--- src/rtl/bf_char_uart_bridge.sv ---
// bf_char_uart_bridge
//   UART 8N1 bridge between the brainfuck core's parallel character interface
//   and the board serial pins. Core '.' output bytes are queued in a TX FIFO
//   and serialised on uart_tx. Bytes arriving on uart_rx are deserialised and
//   handed to the core as single-cycle in_valid pulses for ','.
//
// Ports
//   clk           clock
//   reset         synchronous, active-low reset
//   out_valid     core sendingChar; each high cycle enqueues out_char
//   out_char      core sendedChar (8 bits)
//   in_valid      core receivingChar; one-cycle pulse per good received byte
//   in_char       core receivedChar; holds last good byte
//   uart_tx       serial out, idle high
//   uart_rx       serial in, asynchronous, idle high
//   tx_busy       FIFO non-empty or a frame on the line
//   tx_overflow   sticky: a byte was dropped because the FIFO was full
//   rx_frame_err  sticky: a stop bit was sampled low

module bf_char_uart_bridge #(
  parameter int unsigned CLKS_PER_BIT = 868,
  parameter int unsigned FIFO_AW      = 4
) (
  input  logic       clk,
  input  logic       reset,
  input  logic       out_valid,
  input  logic [7:0] out_char,
  output logic       in_valid,
  output logic [7:0] in_char,
  output logic       uart_tx,
  input  logic       uart_rx,
  output logic       tx_busy,
  output logic       tx_overflow,
  output logic       rx_frame_err
);

  localparam int unsigned DEPTH = 1 << FIFO_AW;
  localparam int unsigned CW    = FIFO_AW + 1;
  localparam int unsigned BW    = (CLKS_PER_BIT > 1) ? $clog2(CLKS_PER_BIT) : 1;
  localparam logic [BW-1:0] BIT_LAST  = BW'(CLKS_PER_BIT - 1);
  localparam logic [BW-1:0] HALF_LAST = BW'(CLKS_PER_BIT / 2 - 1);

  typedef enum logic [1:0] {
    TX_IDLE,
    TX_START,
    TX_DATA,
    TX_STOP
  } tx_state_t;

  typedef enum logic [2:0] {
    RX_IDLE,
    RX_START,
    RX_DATA,
    RX_STOP,
    RX_WAIT_HIGH
  } rx_state_t;

  // ---------------------------------------------------------------------------
  // TX FIFO
  // ---------------------------------------------------------------------------
  logic [7:0]         mem [DEPTH];
  logic [FIFO_AW-1:0] wr_ptr;
  logic [FIFO_AW-1:0] rd_ptr;
  logic [CW-1:0]      count;

  logic      fifo_full_c;
  logic      fifo_empty_c;
  logic      pop_c;
  logic      push_c;
  tx_state_t tx_state;

  // A pop in the same cycle frees a slot, so a push into a full FIFO is still
  // accepted when the TX FSM is draining the head.
  always_comb begin
    fifo_full_c  = (count == CW'(DEPTH));
    fifo_empty_c = (count == '0);
    pop_c        = (tx_state == TX_IDLE) && !fifo_empty_c;
    push_c       = out_valid && (!fifo_full_c || pop_c);
  end

  // Storage array; contents are don't-care until written.
  always_ff @(posedge clk) begin
    if (reset && push_c) begin
      mem[wr_ptr] <= out_char;
    end
  end

  // Pointers, occupancy and overflow flag.
  always_ff @(posedge clk) begin
    if (!reset) begin
      wr_ptr      <= '0;
      rd_ptr      <= '0;
      count       <= '0;
      tx_overflow <= 1'b0;
    end else begin
      if (push_c) begin
        wr_ptr <= wr_ptr + 1'b1;
      end
      if (pop_c) begin
        rd_ptr <= rd_ptr + 1'b1;
      end
      case ({push_c, pop_c})
        2'b10:   count <= count + 1'b1;
        2'b01:   count <= count - 1'b1;
        default: count <= count;
      endcase
      if (out_valid && !push_c) begin
        tx_overflow <= 1'b1;
      end
    end
  end

  // ---------------------------------------------------------------------------
  // TX serialiser
  // ---------------------------------------------------------------------------
  logic [BW-1:0] tx_timer;
  logic [7:0]    tx_shift;
  logic [2:0]    tx_bit_idx;

  // Each state holds its line level for one bit time; the timer reloads at
  // every bit boundary. tx_busy is a registered copy of the activity term.
  always_ff @(posedge clk) begin
    if (!reset) begin
      tx_state   <= TX_IDLE;
      tx_timer   <= '0;
      tx_shift   <= '0;
      tx_bit_idx <= '0;
      uart_tx    <= 1'b1;
      tx_busy    <= 1'b0;
    end else begin
      tx_busy <= (tx_state != TX_IDLE) || !fifo_empty_c;
      case (tx_state)
        TX_IDLE: begin
          if (pop_c) begin
            tx_shift <= mem[rd_ptr];
            tx_timer <= BIT_LAST;
            uart_tx  <= 1'b0;
            tx_state <= TX_START;
          end
        end
        TX_START: begin
          if (tx_timer == '0) begin
            tx_timer   <= BIT_LAST;
            tx_bit_idx <= '0;
            uart_tx    <= tx_shift[0];
            tx_state   <= TX_DATA;
          end else begin
            tx_timer <= tx_timer - 1'b1;
          end
        end
        TX_DATA: begin
          if (tx_timer == '0) begin
            tx_timer <= BIT_LAST;
            if (tx_bit_idx == 3'd7) begin
              uart_tx  <= 1'b1;
              tx_state <= TX_STOP;
            end else begin
              tx_shift   <= {1'b0, tx_shift[7:1]};
              uart_tx    <= tx_shift[1];
              tx_bit_idx <= tx_bit_idx + 1'b1;
            end
          end else begin
            tx_timer <= tx_timer - 1'b1;
          end
        end
        TX_STOP: begin
          if (tx_timer == '0) begin
            tx_state <= TX_IDLE;
          end else begin
            tx_timer <= tx_timer - 1'b1;
          end
        end
        default: begin
          tx_state <= TX_IDLE;
          uart_tx  <= 1'b1;
        end
      endcase
    end
  end

  // ---------------------------------------------------------------------------
  // RX synchroniser
  // ---------------------------------------------------------------------------
  logic rx_meta;
  logic rx_sync;
  logic rx_prev;

  // Two flops for metastability, a third to detect the falling edge.
  always_ff @(posedge clk) begin
    if (!reset) begin
      rx_meta <= 1'b1;
      rx_sync <= 1'b1;
      rx_prev <= 1'b1;
    end else begin
      rx_meta <= uart_rx;
      rx_sync <= rx_meta;
      rx_prev <= rx_sync;
    end
  end

  // ---------------------------------------------------------------------------
  // RX deserialiser
  // ---------------------------------------------------------------------------
  rx_state_t     rx_state;
  logic [BW-1:0] rx_timer;
  logic [7:0]    rx_shift;
  logic [2:0]    rx_bit_idx;

  // Half a bit after the falling edge re-checks the start bit, then every
  // full bit time lands mid-bit. A low stop bit parks in WAIT_HIGH so a held
  // break cannot look like a fresh start bit.
  always_ff @(posedge clk) begin
    if (!reset) begin
      rx_state     <= RX_IDLE;
      rx_timer     <= '0;
      rx_shift     <= '0;
      rx_bit_idx   <= '0;
      in_valid     <= 1'b0;
      in_char      <= '0;
      rx_frame_err <= 1'b0;
    end else begin
      in_valid <= 1'b0;
      case (rx_state)
        RX_IDLE: begin
          if (rx_prev && !rx_sync) begin
            rx_timer <= HALF_LAST;
            rx_state <= RX_START;
          end
        end
        RX_START: begin
          if (rx_timer == '0) begin
            if (!rx_sync) begin
              rx_timer   <= BIT_LAST;
              rx_bit_idx <= '0;
              rx_state   <= RX_DATA;
            end else begin
              rx_state <= RX_IDLE;
            end
          end else begin
            rx_timer <= rx_timer - 1'b1;
          end
        end
        RX_DATA: begin
          if (rx_timer == '0) begin
            rx_timer <= BIT_LAST;
            rx_shift <= {rx_sync, rx_shift[7:1]};
            if (rx_bit_idx == 3'd7) begin
              rx_state <= RX_STOP;
            end else begin
              rx_bit_idx <= rx_bit_idx + 1'b1;
            end
          end else begin
            rx_timer <= rx_timer - 1'b1;
          end
        end
        RX_STOP: begin
          if (rx_timer == '0) begin
            if (rx_sync) begin
              in_char  <= rx_shift;
              in_valid <= 1'b1;
              rx_state <= RX_IDLE;
            end else begin
              rx_frame_err <= 1'b1;
              rx_state     <= RX_WAIT_HIGH;
            end
          end else begin
            rx_timer <= rx_timer - 1'b1;
          end
        end
        RX_WAIT_HIGH: begin
          if (rx_sync) begin
            rx_state <= RX_IDLE;
          end
        end
        default: begin
          rx_state <= RX_IDLE;
        end
      endcase
    end
  end

endmodule

--- config.mk ---
export PLATFORM = sky130hd
export DESIGN_NAME = bf_char_uart_bridge
export DESIGN_NICKNAME = d
export VERILOG_FILES = /design/src/rtl/bf_char_uart_bridge.sv
export SDC_FILE = /design/constraint.sdc
export NUM_CORES = 1
export LEC_CHECK = 0
export ABC_AREA = 1
export CAP_MARGIN = 20
export CELL_PAD_IN_SITES_DETAIL_PLACEMENT = 1
export CELL_PAD_IN_SITES_GLOBAL_PLACEMENT = 2
export CORE_ASPECT_RATIO = 0.8
export CORE_MARGIN = 1.5
export CORE_UTILIZATION = 42
export CTS_BUF_LIST = sky130_fd_sc_hd__clkbuf_4 sky130_fd_sc_hd__clkbuf_8 sky130_fd_sc_hd__clkbuf_16
export DETAILED_ROUTE_END_ITERATION = 10
export PLACE_DENSITY = 0.88
export RECOVER_POWER = 50
export SLEW_MARGIN = 20
export SYNTH_ARGS = -nofsm -noshare
export SYNTH_HDL_FRONTEND = slang
export SYNTH_SLANG_ARGS = --single-unit
export TNS_END_PERCENT = 100
--- constraint.sdc ---
create_clock -name clk -period 6.1 [get_ports clk]
set_clock_uncertainty 0.05 [all_clocks]
set_input_delay 1.22 -clock clk [delete_from_list [all_inputs] [get_ports clk]]
set_output_delay 1.22 -clock clk [all_outputs]
set_load 0.005 [all_outputs]
==> metrics.txt, run 1 <==
# TYPE chip_impl_metric gauge
chip_impl_metric{name="drt_first_iter_violations",unit=""} 524
chip_impl_metric{name="core_area",unit="sq um"} 21680
chip_impl_info{name="tritoncts",value="built"} 1
chip_impl_metric{name="filler_cell_count",unit=""} 2517
chip_impl_metric{name="synthesis.area_per_instance",unit="sq um"} 8.844
chip_impl_metric{name="detail_route.first_pass.iterations",unit=""} 4
chip_impl_info{name="post_synth_most_frequent_cells",value="sky130_fd_sc_hd__nand2_1, sky130_fd_sc_hd__edfxtp_1, sky130_fd_sc_hd__nor2_1"} 1
chip_impl_metric{name="synth-async-reset-ratio",unit="%"} 0
chip_impl_info{name="cts.root.buffer_cell",value="sky130_fd_sc_hd__clkbuf_16"} 1
chip_impl_metric{name="max_clock_freq",unit="GHz"} 0.3179
chip_impl_metric{name="cp.required",unit="ns"} 6.48
chip_impl_metric{name="vias_per_cell",unit=""} 5.173
chip_impl_metric{name="totalWireLength",unit="um"} 24990
chip_impl_metric{name="postCtsSetupRepairBufs",unit=""} 0
chip_impl_metric{name="hold_buffers",unit=""} 0
chip_impl_info{name="startpoint_type",value="input pin"} 1
chip_impl_metric{name="globalRouteTotalUtil",unit="%"} 22.10
chip_impl_metric{name="numClockSinks",unit=""} 208
chip_impl_metric{name="critical_path_peak_fanout",unit=""} 27
chip_impl_info{name="min_from",value="rx_meta$_SDFF_PN1_"} 1
chip_impl_metric{name="synth_seq_cells",unit=""} 208
chip_impl_metric{name="synth_top_area_share",unit="%"} 41.23
chip_impl_metric{name="route.detailed.wl_per_inst",unit="um"} 18.04
chip_impl_metric{name="crit_share_post_route",unit="%"} 51.56
chip_impl_info{name="timing.critical_path.cells",value="dlygate4sd3_1 -> clkbuf_1 -> o21ai_0 -> nor2_1"} 1
chip_impl_metric{name="highest_ir_drop_seen_on_vdd",unit="mV"} 0.1921
chip_impl_metric{name="worst-path-buf-inv",unit=""} 2
chip_impl_info{name="endpoint_kind",value="register"} 1
chip_impl_metric{name="seq_area_frac_synth",unit="%"} 58.42
chip_impl_metric{name="cts.htree.levels",unit=""} 1
chip_impl_info{name="critical-path-slowest-cell",value="sky130_fd_sc_hd__clkbuf_1"} 1
chip_impl_metric{name="leakage",unit="uW"} 0.004366
chip_impl_metric{name="total_power_per_unit_cell_area",unit="nW/um^2"} 465.6
chip_impl_metric{name="gpl.final_weighted_congestion",unit=""} 0.7369
chip_impl_info{name="hold_class",value="register to register"} 1
chip_impl_metric{name="cts_resized",unit=""} 0
chip_impl_metric{name="area_growth",unit="%"} 12.93
chip_impl_metric{name="numPortBuffers",unit=""} 24
chip_impl_metric{name="gr-total-overflow",unit=""} 0
chip_impl_info{name="synthFlopType",value="sky130_fd_sc_hd__edfxtp_1"} 1
chip_impl_metric{name="ioPinCount",unit=""} 25
chip_impl_metric{name="finish.net_count",unit=""} 1102
chip_impl_metric{name="totalPowerFinal",unit="uW"} 4901
chip_impl_metric{name="transition_time_of_the_tightest_slew_check_pin",unit="ns"} 1.191
chip_impl_metric{name="final_hpwl_dp",unit="um"} 16280
chip_impl_metric{name="first_pass_grt_wire_length",unit="um"} 39170
chip_impl_info{name="run_status",value="finished, final reports clean"} 1
chip_impl_metric{name="cts_buffer_depth",unit=""} 3
chip_impl_metric{name="arrival",unit="ns"} 3.52
chip_impl_metric{name="synthesis.instances",unit=""} 1054
chip_impl_metric{name="clk_transition_reported_paths",unit="ns"} 0.06
chip_impl_metric{name="antenna_cells_inserted",unit=""} 0
chip_impl_metric{name="synth_warnings",unit=""} 0
chip_impl_metric{name="drive_gt1_share",unit="%"} 5.991
chip_impl_metric{name="placement_rows",unit=""} 48
chip_impl_metric{name="floorplan.initialDensity",unit="%"} 42.99
chip_impl_info{name="synth.most_common_cell",value="sky130_fd_sc_hd__nand2_1"} 1
chip_impl_metric{name="number_of_pins_with_negative_max_slew_slack_in_the_final_report",unit=""} 0
chip_impl_metric{name="die_width",unit="um"} 169.6
chip_impl_metric{name="post_detailed_route_drc_marker_count",unit=""} 0
chip_impl_metric{name="detail-route-antenna-nets",unit=""} 0
chip_impl_metric{name="crit_path_max_incr_delay",unit="ns"} 0.94
chip_impl_metric{name="total_via_count_in_the_routed_design",unit=""} 7165
chip_impl_info{name="grt_setup_unrepaired",value="false"} 1
chip_impl_metric{name="final_period_minus_worst_setup_slack",unit="ns"} 3.145
chip_impl_metric{name="finalSetupTns",unit="ns"} 0
chip_impl_info{name="cp_top_family",value="buffers and inverters"} 1
chip_impl_metric{name="synth_fp_nets",unit=""} 1086
chip_impl_info{name="crit_start",value="reset"} 1
chip_impl_metric{name="number_of_antenna_violations_at_the_first_check_in_global_routing",unit=""} 0
chip_impl_info{name="criticalPathCategory",value="input pin to register"} 1
chip_impl_info{name="netlist.top_cell.by_area",value="sky130_fd_sc_hd__edfxtp_1"} 1
chip_impl_metric{name="dieArea",unit="sq um"} 23100
chip_impl_metric{name="die_h",unit="um"} 136.3
chip_impl_metric{name="slew-limit-headroom",unit="%"} 20.62
chip_impl_metric{name="final_hold_viol_count",unit=""} 0
chip_impl_metric{name="edff_count_synth",unit=""} 128
chip_impl_metric{name="synth_cell_types",unit=""} 43
chip_impl_metric{name="maximum_number_of_pins_on_one_net_before_global_route_repair",unit=""} 71
chip_impl_info{name="synth_area_leaders",value="sky130_fd_sc_hd__edfxtp_1, sky130_fd_sc_hd__dfxtp_1, sky130_fd_sc_hd__nand2_1, sky130_fd_sc_hd__nand3_1, sky130_fd_sc_hd__nor2_1"} 1
chip_impl_metric{name="cap_viol_max_count",unit=""} 0
chip_impl_metric{name="clock_insertion_delay_worst_skew",unit="ns"} 0.51
chip_impl_metric{name="grt_pass1_vias",unit=""} 7067
chip_impl_metric{name="netlist_area",unit="sq um"} 9321
chip_impl_metric{name="timing.final.setup_violations",unit=""} 0
chip_impl_metric{name="cts_buffers",unit=""} 23
[worst reg2reg max path, delay by kind of cell (launching register included)]
kind	cells	cell delay [ns]
buf+inv	3	1.26
simple gates	4	0.45
compound gates	2	0.44
flops	1	0.31
[flip-flops by register name (all words and copies together) (netlist names), named ones only]
signal and flops:
rx_state 3, tx_timer 10, tx_state 2, rd_ptr 4, in_valid 1, tx_bit_idx 3
tx_overflow 1, uart_tx 1, rx_meta 1, rx_sync 1, rx_timer 10, rx_frame_err 1
wr_ptr 4, tx_busy 1, tx_shift 8, in_char 8, rx_bit_idx 3, rx_shift 8
count 5, rx_prev 1, mem 128
[stage by stage]
stage | hold slack [ns] | cells | util [%] | setup WS, ns | cell area [sq um]
after floorplan | 0.3425 | 1054 | - | 3.518 | 9321
after global placement | 0.3447 | 1344 | 45.18 | 2.593 | 9794
after detailed placement | 0.3525 | 1344 | 45.18 | 2.544 | 9794
after CTS | 0.3692 | 1384 | 48.50 | 3.078 | 10520
after global routing | 0.3836 | 1385 | 48.55 | 2.726 | 10530
final | 0.3656 | 1385 | 48.55 | 2.955 | 10530
[cell type report]
type,instances,area [sq um],area share [%]
clock buffers,29,639.4,6.074
inverters,121,456.7,4.339
clock inverters,11,81.33,0.7726
flip-flops and latches,208,5446,51.74
well taps,300,375.4,3.566
repair buffers,30,294.0,2.793
multi-input cells,686,3233,30.71
[routing by layer]
metal / GRT usage (%) / up-vias / share of wire [%]
met5: 0 / - / 0
met4: 5.162 / 0 / 1.9
met3: 3.144 / 37 / 5.1
met2: 33.77 / 169 / 43
met1: 33.12 / 3484 / 50
li1: - / 3475 / -
[where the power goes]
part,switching [uW],internal [uW],total (uW)
Sequential,122,1650,1770
Combinational,1250,549,1800
Clock,558,780,1340
Total,1930,2970,4900
[kinds of logic after synthesis]
family	after synthesis	synth area share, %
simple gates	548	24.83
fa+ha+maj	20	2.765
flops	208	58.42
compound gates	108	6.202
buf+inv	160	6.846
xor+xnor	10	0.9396
[cells in the final DEF (no fill, tap or decap), types with 15 or more instances in the layout]
cell type / netlist / routed
sky130_fd_sc_hd__nand2_1: 273 / 273
sky130_fd_sc_hd__edfxtp_1: 128 / 128
sky130_fd_sc_hd__nand3_1: 110 / 110
sky130_fd_sc_hd__clkbuf_16: 0 / 23
sky130_fd_sc_hd__dfxtp_1: 80 / 79
sky130_fd_sc_hd__a21oi_1: 48 / 48
sky130_fd_sc_hd__nor2_1: 126 / 126
sky130_fd_sc_hd__ha_1: 19 / 19
sky130_fd_sc_hd__dlygate4sd3_1: 0 / 15
sky130_fd_sc_hd__inv_1: 112 / 113
sky130_fd_sc_hd__o21ai_0: 39 / 41
[worst paths after layout]
path	slack, ns	depth (start not counted)	to
hold reg to reg	0.37	1	rx_sync$_SDFF_PN1_
hold / removal	0.37	1	rx_sync$_SDFF_PN1_
setup / recovery	2.95	4	rx_shift[2]$_SDFFE_PN0P_
setup reg to reg	3.47	9	tx_shift[7]$_SDFFE_PN0P_
No activity file was read; power rests on OpenSTA's default activity.
==> run 2: changes to the inputs <==
--- a/config.mk
+++ b/config.mk
@@ -11,10 +11,10 @@
 export CELL_PAD_IN_SITES_GLOBAL_PLACEMENT = 2
 export CORE_ASPECT_RATIO = 0.8
 export CORE_MARGIN = 1.5
-export CORE_UTILIZATION = 42
+export CORE_UTILIZATION = 39
 export CTS_BUF_LIST = sky130_fd_sc_hd__clkbuf_4 sky130_fd_sc_hd__clkbuf_8 sky130_fd_sc_hd__clkbuf_16
 export DETAILED_ROUTE_END_ITERATION = 10
-export PLACE_DENSITY = 0.88
+export PLACE_DENSITY = 0.83
 export RECOVER_POWER = 50
 export SLEW_MARGIN = 20
 export SYNTH_ARGS = -nofsm -noshare
==> constraint.sdc (replaced) <==
create_clock -name clk -period 3.2 [get_ports clk]
set_clock_uncertainty 0.05 [all_clocks]
set_input_delay 0.64 -clock clk [delete_from_list [all_inputs] [get_ports clk]]
set_output_delay 0.64 -clock clk [all_outputs]
set_load 0.005 [all_outputs]
==> metrics.txt, run 2 (synthesis results as in run 1) <==
# TYPE chip_impl_metric gauge
chip_impl_info{name="criticalPathCategory",value="input pin to register"} 1
chip_impl_info{name="critical-path-slowest-cell",value="sky130_fd_sc_hd__clkbuf_1"} 1
chip_impl_metric{name="clk_transition_reported_paths",unit="ns"} 0.06
chip_impl_metric{name="finalSetupTns",unit="ns"} 0
chip_impl_info{name="largestRegisters",value="mem (128), rx_timer (10), tx_timer (10)"} 1
chip_impl_metric{name="cts_resized",unit=""} 0
chip_impl_metric{name="drive_gt1_share",unit="%"} 7.414
chip_impl_metric{name="cp.required",unit="ns"} 3.46
chip_impl_metric{name="crit_share_post_route",unit="%"} 81.83
chip_impl_metric{name="floorplan.initialDensity",unit="%"} 39.73
chip_impl_metric{name="worst-path-buf-inv",unit=""} 3
chip_impl_metric{name="maximum_number_of_pins_on_one_net_before_global_route_repair",unit=""} 70
chip_impl_metric{name="post-route-cell-area",unit="sq um"} 10700
chip_impl_metric{name="number_of_antenna_violations_at_the_first_check_in_global_routing",unit=""} 0
chip_impl_metric{name="crit_path_max_incr_delay",unit="ns"} 1.20
chip_impl_metric{name="finish.net_count",unit=""} 1122
chip_impl_metric{name="worst-r2r-cell-count",unit=""} 11
chip_impl_metric{name="final_period_minus_worst_setup_slack",unit="ns"} 2.619
chip_impl_metric{name="power_report.internal_total",unit="uW"} 5783
chip_impl_metric{name="placement_rows",unit=""} 50
chip_impl_metric{name="cts_buffers",unit=""} 23
chip_impl_metric{name="cap_viol_max_count",unit=""} 1
chip_impl_metric{name="post_detailed_route_drc_marker_count",unit=""} 0
chip_impl_metric{name="numClockSinks",unit=""} 208
chip_impl_info{name="layout.cells.most_common_list",value="sky130_fd_sc_hd__nand2_1, sky130_fd_sc_hd__edfxtp_1, sky130_fd_sc_hd__nor2_1"} 1
chip_impl_metric{name="finalNonFillerCells",unit=""} 1418
chip_impl_metric{name="die_h",unit="um"} 141.3
chip_impl_info{name="timing.critical_path.cells",value="dlygate4sd3_1 -> clkinv_1 -> clkbuf_1 -> nor3_1"} 1
chip_impl_metric{name="globalRouteTotalUtil",unit="%"} 19.94
chip_impl_metric{name="detail-route-antenna-nets",unit=""} 0
chip_impl_metric{name="slew-limit-headroom",unit="%"} -8.385
chip_impl_info{name="run_status",value="finished with violations"} 1
chip_impl_info{name="grt_setup_unrepaired",value="false"} 1
chip_impl_metric{name="power_frac_comb",unit="%"} 36.2
chip_impl_metric{name="highest_ir_drop_seen_on_vdd",unit="mV"} 0.4555
chip_impl_metric{name="largest_register_ff_count",unit=""} 128
chip_impl_metric{name="hold_buffers",unit=""} 0
chip_impl_metric{name="drt_first_iter_violations",unit=""} 422
chip_impl_metric{name="total_via_count_in_the_routed_design",unit=""} 7033
chip_impl_metric{name="numPortBuffers",unit=""} 24
chip_impl_metric{name="core_area",unit="sq um"} 23460
chip_impl_info{name="largest-register",value="mem"} 1
chip_impl_metric{name="area_growth",unit="%"} 14.82
chip_impl_metric{name="max_clock_freq",unit="GHz"} 0.3819
chip_impl_metric{name="route.detailed.wl_per_inst",unit="um"} 16.82
chip_impl_info{name="endpoint_kind",value="register"} 1
chip_impl_metric{name="critical_path_peak_fanout",unit=""} 32
chip_impl_info{name="mostFrequentLayoutCell",value="sky130_fd_sc_hd__nand2_1"} 1
chip_impl_metric{name="place_inst",unit=""} 1377
chip_impl_info{name="worstReg2RegEnd",value="count[4]$_SDFFE_PN0P_"} 1
chip_impl_metric{name="min_delay_path_depth",unit=""} 1
chip_impl_metric{name="final_hpwl_dp",unit="um"} 15670
chip_impl_metric{name="final_hold_viol_count",unit=""} 0
chip_impl_metric{name="transition_time_of_the_tightest_slew_check_pin",unit="ns"} 1.626
chip_impl_info{name="startpoint_type",value="input pin"} 1
chip_impl_metric{name="total_power_per_unit_cell_area",unit="nW/um^2"} 881.9
chip_impl_metric{name="number_of_pins_with_negative_max_slew_slack_in_the_final_report",unit=""} 33
chip_impl_metric{name="p_clk_share",unit="%"} 28.2
chip_impl_metric{name="switching_power",unit="uW"} 3655
chip_impl_metric{name="totalWireLength",unit="um"} 23850
chip_impl_metric{name="grt_pass1_vias",unit=""} 7274
chip_impl_metric{name="leakage",unit="uW"} 0.004473
chip_impl_metric{name="cp_num_cells",unit=""} 4
chip_impl_metric{name="gpl.final_weighted_congestion",unit=""} 0.7539
chip_impl_metric{name="dieArea",unit="sq um"} 24840
chip_impl_metric{name="detail_route.first_pass.iterations",unit=""} 5
chip_impl_metric{name="vias_per_cell",unit=""} 4.960
chip_impl_info{name="r2r_startpoint",value="tx_state[0]$_SDFFE_PN0P_"} 1
chip_impl_info{name="min_from",value="rx_meta$_SDFF_PN1_"} 1
chip_impl_metric{name="netSwitchingFraction",unit="%"} 38.73
chip_impl_metric{name="placedInstanceArea",unit="sq um"} 9967
chip_impl_metric{name="worst_setup_slack_for_register_to_register_paths",unit="ns"} 0.73
chip_impl_info{name="hold_class",value="register to register"} 1
chip_impl_metric{name="postCtsSetupRepairBufs",unit=""} 0
chip_impl_metric{name="gr-total-overflow",unit=""} 0
chip_impl_metric{name="arrival",unit="ns"} 2.88
chip_impl_info{name="cts.root.buffer_cell",value="sky130_fd_sc_hd__clkbuf_16"} 1
chip_impl_info{name="tritoncts",value="built"} 1
chip_impl_metric{name="clock_insertion_delay_worst_skew",unit="ns"} 0.50
chip_impl_metric{name="timing.final.setup_violations",unit=""} 0
chip_impl_info{name="cp_top_family",value="buffers and inverters"} 1
chip_impl_metric{name="ioPinCount",unit=""} 25
chip_impl_metric{name="first_pass_grt_wire_length",unit="um"} 39040
chip_impl_info{name="min_to",value="rx_sync$_SDFF_PN1_"} 1
chip_impl_metric{name="antenna_cells_inserted",unit=""} 0
chip_impl_metric{name="cts.htree.levels",unit=""} 1
chip_impl_info{name="failed_checks",value="capacitance limit, slew limit"} 1
chip_impl_metric{name="pwr-share-seq",unit="%"} 35.6
chip_impl_metric{name="cts_buffer_depth",unit=""} 3
chip_impl_metric{name="die_width",unit="um"} 175.8
[run 2: cell types whose count changed in the layout (fill, tap and decap cells not counted), moves of 3 or more]
cell and delta:
sky130_fd_sc_hd__dlygate4sd3_1 +3, sky130_fd_sc_hd__clkbuf_1 +3, sky130_fd_sc_hd__clkdlybuf4s50_1 -3, sky130_fd_sc_hd__clkbuf_8 -3, sky130_fd_sc_hd__buf_4 +18
[run 2: how the worst max path moves through the flow]
stage | start | endpoint | slack [ns]
2_1_floorplan | tx_state[0]$_SDFFE_PN0P_ | count[4]$_SDFFE_PN0P_ | 1.10
3_3_place_gp | out_valid | count[4]$_SDFFE_PN0P_ | 0.54
3_5_place_dp | out_valid | count[4]$_SDFFE_PN0P_ | 0.49
4_1_cts | tx_state[0]$_SDFFE_PN0P_ | count[4]$_SDFFE_PN0P_ | 0.70
5_1_grt | reset | in_char[6]$_SDFFE_PN0P_ | 0.35
6_report | reset | in_char[6]$_SDFFE_PN0P_ | 0.58
[run 2: worst reg2reg max path, cell delays in order (launching register included)]
cell	delay, ns
sky130_fd_sc_hd__dfxtp_1	0.33
sky130_fd_sc_hd__inv_1	0.12
sky130_fd_sc_hd__ha_1	0.26
sky130_fd_sc_hd__nand2_1	0.19
sky130_fd_sc_hd__nor2_1	0.40
sky130_fd_sc_hd__ha_1	0.36
sky130_fd_sc_hd__a21oi_1	0.20
sky130_fd_sc_hd__nand2_1	0.07
sky130_fd_sc_hd__o22ai_1	0.19
sky130_fd_sc_hd__nand3_1	0.10
sky130_fd_sc_hd__nand2_1	0.07
sky130_fd_sc_hd__nor2_1	0.04
[run 2: area by class of cell]
type	instances	area [sq um]
clock buffer	28	613.1
clock inverter	13	146.4
fill	2750	12760
inverter	121	456.7
multi-input combinational	686	3229
sequential	208	5446
tap	312	390.4
timing repair buffer	50	420.4
[run 2: stage by stage]
step	utilization [%]	hold WS (ns)	total power, uW	setup WS [ns]
after CTS	45.72	0.3780	9563	0.7017
after detailed placement	42.49	0.3602	6854	0.4865
after global placement	42.49	0.3720	6799	0.5366
after floorplan	-	0.3425	5882	1.097
final	45.62	0.3695	9439	0.5815
after global routing	45.62	0.3876	10140	0.3529
[run 2: routing by layer]
| layer | GRT usage, % | routed length [um] |
|---|---|---|
| met5 | 0 | 0 |
| met4 | 3.914 | 410 |
| met3 | 2.278 | 661 |
| met2 | 30.79 | 10350 |
| met1 | 30.24 | 12420 |
[run 2: power groups by stage]
stage | Sequential (uW) | Combinational [uW] | Clock, uW
final | 3360 | 3420 | 2660
after floorplan | 3350 | 2540 | 0
after global placement | 3410 | 3390 | 0
after global routing | 3400 | 3910 | 2830
after CTS | 3360 | 3480 | 2730
after detailed placement | 3410 | 3450 | 0
==> run 3: changes to the inputs <==
==> constraint.sdc (replaced) <==
create_clock -name clk -period 2.5 [get_ports clk]
set_clock_uncertainty 0.05 [all_clocks]
set_input_delay 0.5 -clock clk [delete_from_list [all_inputs] [get_ports clk]]
set_output_delay 0.5 -clock clk [all_outputs]
set_load 0.005 [all_outputs]
==> metrics.txt, run 3 (synthesis results as in run 1) <==
# TYPE chip_impl_metric gauge
chip_impl_metric{name="finalSetupTns",unit="ns"} 0
chip_impl_metric{name="post_detailed_route_drc_marker_count",unit=""} 0
chip_impl_metric{name="total_via_count_in_the_routed_design",unit=""} 7187
chip_impl_info{name="layout.cells.most_common_list",value="sky130_fd_sc_hd__nand2_1, sky130_fd_sc_hd__edfxtp_1, sky130_fd_sc_hd__nor2_1"} 1
chip_impl_metric{name="antenna_cells_inserted",unit=""} 0
chip_impl_metric{name="die_h",unit="um"} 141.3
chip_impl_metric{name="crit_path_max_incr_delay",unit="ns"} 0.52
chip_impl_metric{name="area_growth",unit="%"} 15.74
chip_impl_metric{name="min_delay_path_depth",unit=""} 1
chip_impl_metric{name="hold_buffers",unit=""} 0
chip_impl_metric{name="dieArea",unit="sq um"} 24840
chip_impl_info{name="hold_class",value="register to register"} 1
chip_impl_metric{name="number_of_antenna_violations_at_the_first_check_in_global_routing",unit=""} 0
chip_impl_metric{name="ioPinCount",unit=""} 25
chip_impl_metric{name="detail_route.first_pass.iterations",unit=""} 4
chip_impl_info{name="cts.root.buffer_cell",value="sky130_fd_sc_hd__clkbuf_16"} 1
chip_impl_metric{name="largest_register_ff_count",unit=""} 128
chip_impl_metric{name="number_of_pins_with_negative_max_slew_slack_in_the_final_report",unit=""} 0
chip_impl_metric{name="placement_rows",unit=""} 50
chip_impl_metric{name="leakage",unit="uW"} 0.004548
chip_impl_metric{name="worst_setup_slack_for_register_to_register_paths",unit="ns"} 0.20
chip_impl_info{name="largestRegisters",value="mem (128), rx_timer (10), tx_timer (10)"} 1
chip_impl_info{name="criticalPathCategory",value="register to register"} 1
chip_impl_metric{name="post-route-cell-area",unit="sq um"} 10790
chip_impl_metric{name="cp.required",unit="ns"} 2.85
chip_impl_metric{name="numPortBuffers",unit=""} 24
chip_impl_metric{name="cts_buffers",unit=""} 23
chip_impl_info{name="path_common_cell",value="sky130_fd_sc_hd__nor2_1"} 1
chip_impl_metric{name="gr-total-overflow",unit=""} 0
chip_impl_metric{name="crit_share_post_route",unit="%"} 91.86
chip_impl_metric{name="cap_viol_max_count",unit=""} 0
chip_impl_metric{name="detail-route-antenna-nets",unit=""} 0
chip_impl_metric{name="timing.final.setup_violations",unit=""} 0
chip_impl_metric{name="floorplan.initialDensity",unit="%"} 39.73
chip_impl_info{name="run_status",value="finished, final reports clean"} 1
chip_impl_metric{name="transition_time_of_the_tightest_slew_check_pin",unit="ns"} 1.103
chip_impl_metric{name="placedInstanceArea",unit="sq um"} 10080
chip_impl_info{name="endpoint_kind",value="register"} 1
chip_impl_metric{name="slew-limit-headroom",unit="%"} 26.45
chip_impl_metric{name="numClockSinks",unit=""} 208
chip_impl_metric{name="cts_buffer_depth",unit=""} 3
chip_impl_metric{name="vias_per_cell",unit=""} 5.022
chip_impl_metric{name="max_clock_freq",unit="GHz"} 0.4354
chip_impl_info{name="cp_top_family",value="simple AND/OR/NAND/NOR gates"} 1
chip_impl_metric{name="totalWireLength",unit="um"} 24290
chip_impl_metric{name="maximum_number_of_pins_on_one_net_before_global_route_repair",unit=""} 70
chip_impl_info{name="worstReg2RegEnd",value="in_char[6]$_SDFFE_PN0P_"} 1
chip_impl_metric{name="worst-r2r-cell-count",unit=""} 9
chip_impl_metric{name="drt_first_iter_violations",unit=""} 447
chip_impl_metric{name="final_period_minus_worst_setup_slack",unit="ns"} 2.297
chip_impl_metric{name="drive_gt1_share",unit="%"} 7.775
chip_impl_metric{name="finish.net_count",unit=""} 1134
chip_impl_info{name="min_to",value="rx_sync$_SDFF_PN1_"} 1
chip_impl_metric{name="clk_transition_reported_paths",unit="ns"} 0.06
chip_impl_info{name="mostFrequentLayoutCell",value="sky130_fd_sc_hd__nand2_1"} 1
chip_impl_metric{name="core_area",unit="sq um"} 23460
chip_impl_metric{name="final_hold_viol_count",unit=""} 0
chip_impl_info{name="largest-register",value="mem"} 1
chip_impl_metric{name="final_hpwl_dp",unit="um"} 16040
chip_impl_metric{name="gpl.final_weighted_congestion",unit=""} 0.7639
chip_impl_info{name="min_from",value="rx_meta$_SDFF_PN1_"} 1
chip_impl_metric{name="die_width",unit="um"} 175.8
chip_impl_metric{name="grt_pass1_vias",unit=""} 7268
chip_impl_metric{name="postCtsSetupRepairBufs",unit=""} 0
chip_impl_info{name="grt_setup_unrepaired",value="false"} 1
chip_impl_metric{name="clock_insertion_delay_worst_skew",unit="ns"} 0.52
chip_impl_metric{name="arrival",unit="ns"} 2.65
chip_impl_metric{name="first_pass_grt_wire_length",unit="um"} 39600
chip_impl_info{name="r2r_startpoint",value="rx_timer[0]$_SDFFE_PN0P_"} 1
chip_impl_info{name="critical-path-slowest-cell",value="sky130_fd_sc_hd__nor2_1"} 1
chip_impl_metric{name="total_power_per_unit_cell_area",unit="nW/um^2"} 1128
chip_impl_metric{name="worst-path-buf-inv",unit=""} 2
chip_impl_info{name="timing.critical_path.cells",value="inv_1 -> ha_1 -> inv_1 -> nor2_1 -> nand4_1 -> nor2_1 -> nand3_1 -> nor2_1 -> nor3_1"} 1
chip_impl_info{name="tritoncts",value="built"} 1
chip_impl_metric{name="filler_cell_count",unit=""} 2742
chip_impl_info{name="startpoint_type",value="register"} 1
chip_impl_metric{name="highest_ir_drop_seen_on_vdd",unit="mV"} 0.5632
chip_impl_metric{name="route.detailed.wl_per_inst",unit="um"} 16.98
chip_impl_metric{name="critical_path_peak_fanout",unit=""} 9
chip_impl_metric{name="globalRouteTotalUtil",unit="%"} 20.33
chip_impl_metric{name="cts.htree.levels",unit=""} 1
## run 3: cell types whose count changed in the layout (fill, tap and decap cells not counted), sizes merged
cell / delta
buf: +7
clkbuf: +7
clkinvlp: -5
clkinv: +4
bufinv: -1
inv: +1
## run 3: timing repair
| item | CTS | global route |
|---|---|---|
| endpoints found under the setup margin | 0 | 1 |
| gates resized for setup | 0 | 1 |
| hold endpoints to repair | 0 | 0 |
## run 3: per-stage QoR
stage               setup WS, ns  hold WS, ns  utilization, %  cells  total power, uW
finish                    0.2035       0.3747           45.99   1431            12170
floorplan                 0.3966       0.3425               -   1054             7530
detailed placement       0.07596       0.3647           42.98   1389             8896
global placement          0.1269       0.3515           42.98   1389             8821
global route             0.01810       0.4124           45.99   1431            13050
CTS                       0.2465       0.3758           46.25   1431            12400
## run 3: layer usage
| metal | global-route usage, % | up-vias | share of wire [%] |
|---|---|---|---|
| li1 | - | 3545 | - |
| met1 | 30.14 | 3509 | 52 |
| met2 | 31.60 | 105 | 43 |
| met3 | 3.028 | 28 | 3.6 |
| met4 | 4.184 | 0 | 1.7 |
| met5 | 0 | - | 0 |
## run 3: layout make-up
class / instances / area (sq um) / area share [%]
clock buffer: 30 / 658.1 / 6.100
clock inverter: 12 / 110.1 / 1.021
inverter: 121 / 456.7 / 4.233
multi-input combinational: 686 / 3211 / 29.76
sequential: 208 / 5446 / 50.48
tap: 312 / 390.4 / 3.618
timing repair buffer: 62 / 516.7 / 4.790
## run 3: worst max-delay path by stage
stage,from,depth (start not counted),to
2_1_floorplan,tx_state[0]$_SDFFE_PN0P_,11,count[4]$_SDFFE_PN0P_
3_3_place_gp,out_valid,9,count[4]$_SDFFE_PN0P_
3_5_place_dp,out_valid,9,count[4]$_SDFFE_PN0P_
4_1_cts,tx_state[0]$_SDFFE_PN0P_,11,count[4]$_SDFFE_PN0P_
5_1_grt,rx_timer[0]$_SDFFE_PN0P_,9,in_char[6]$_SDFFE_PN0P_
6_report,rx_timer[0]$_SDFFE_PN0P_,9,in_char[6]$_SDFFE_PN0P_
## run 3: power by group
group          switching (uW)  total, uW  leakage, uW  internal, uW
clock                    1380       3440     0.000389          2060
sequential                295       4310      0.00181          4020
combinational            3050       4410      0.00235          1360
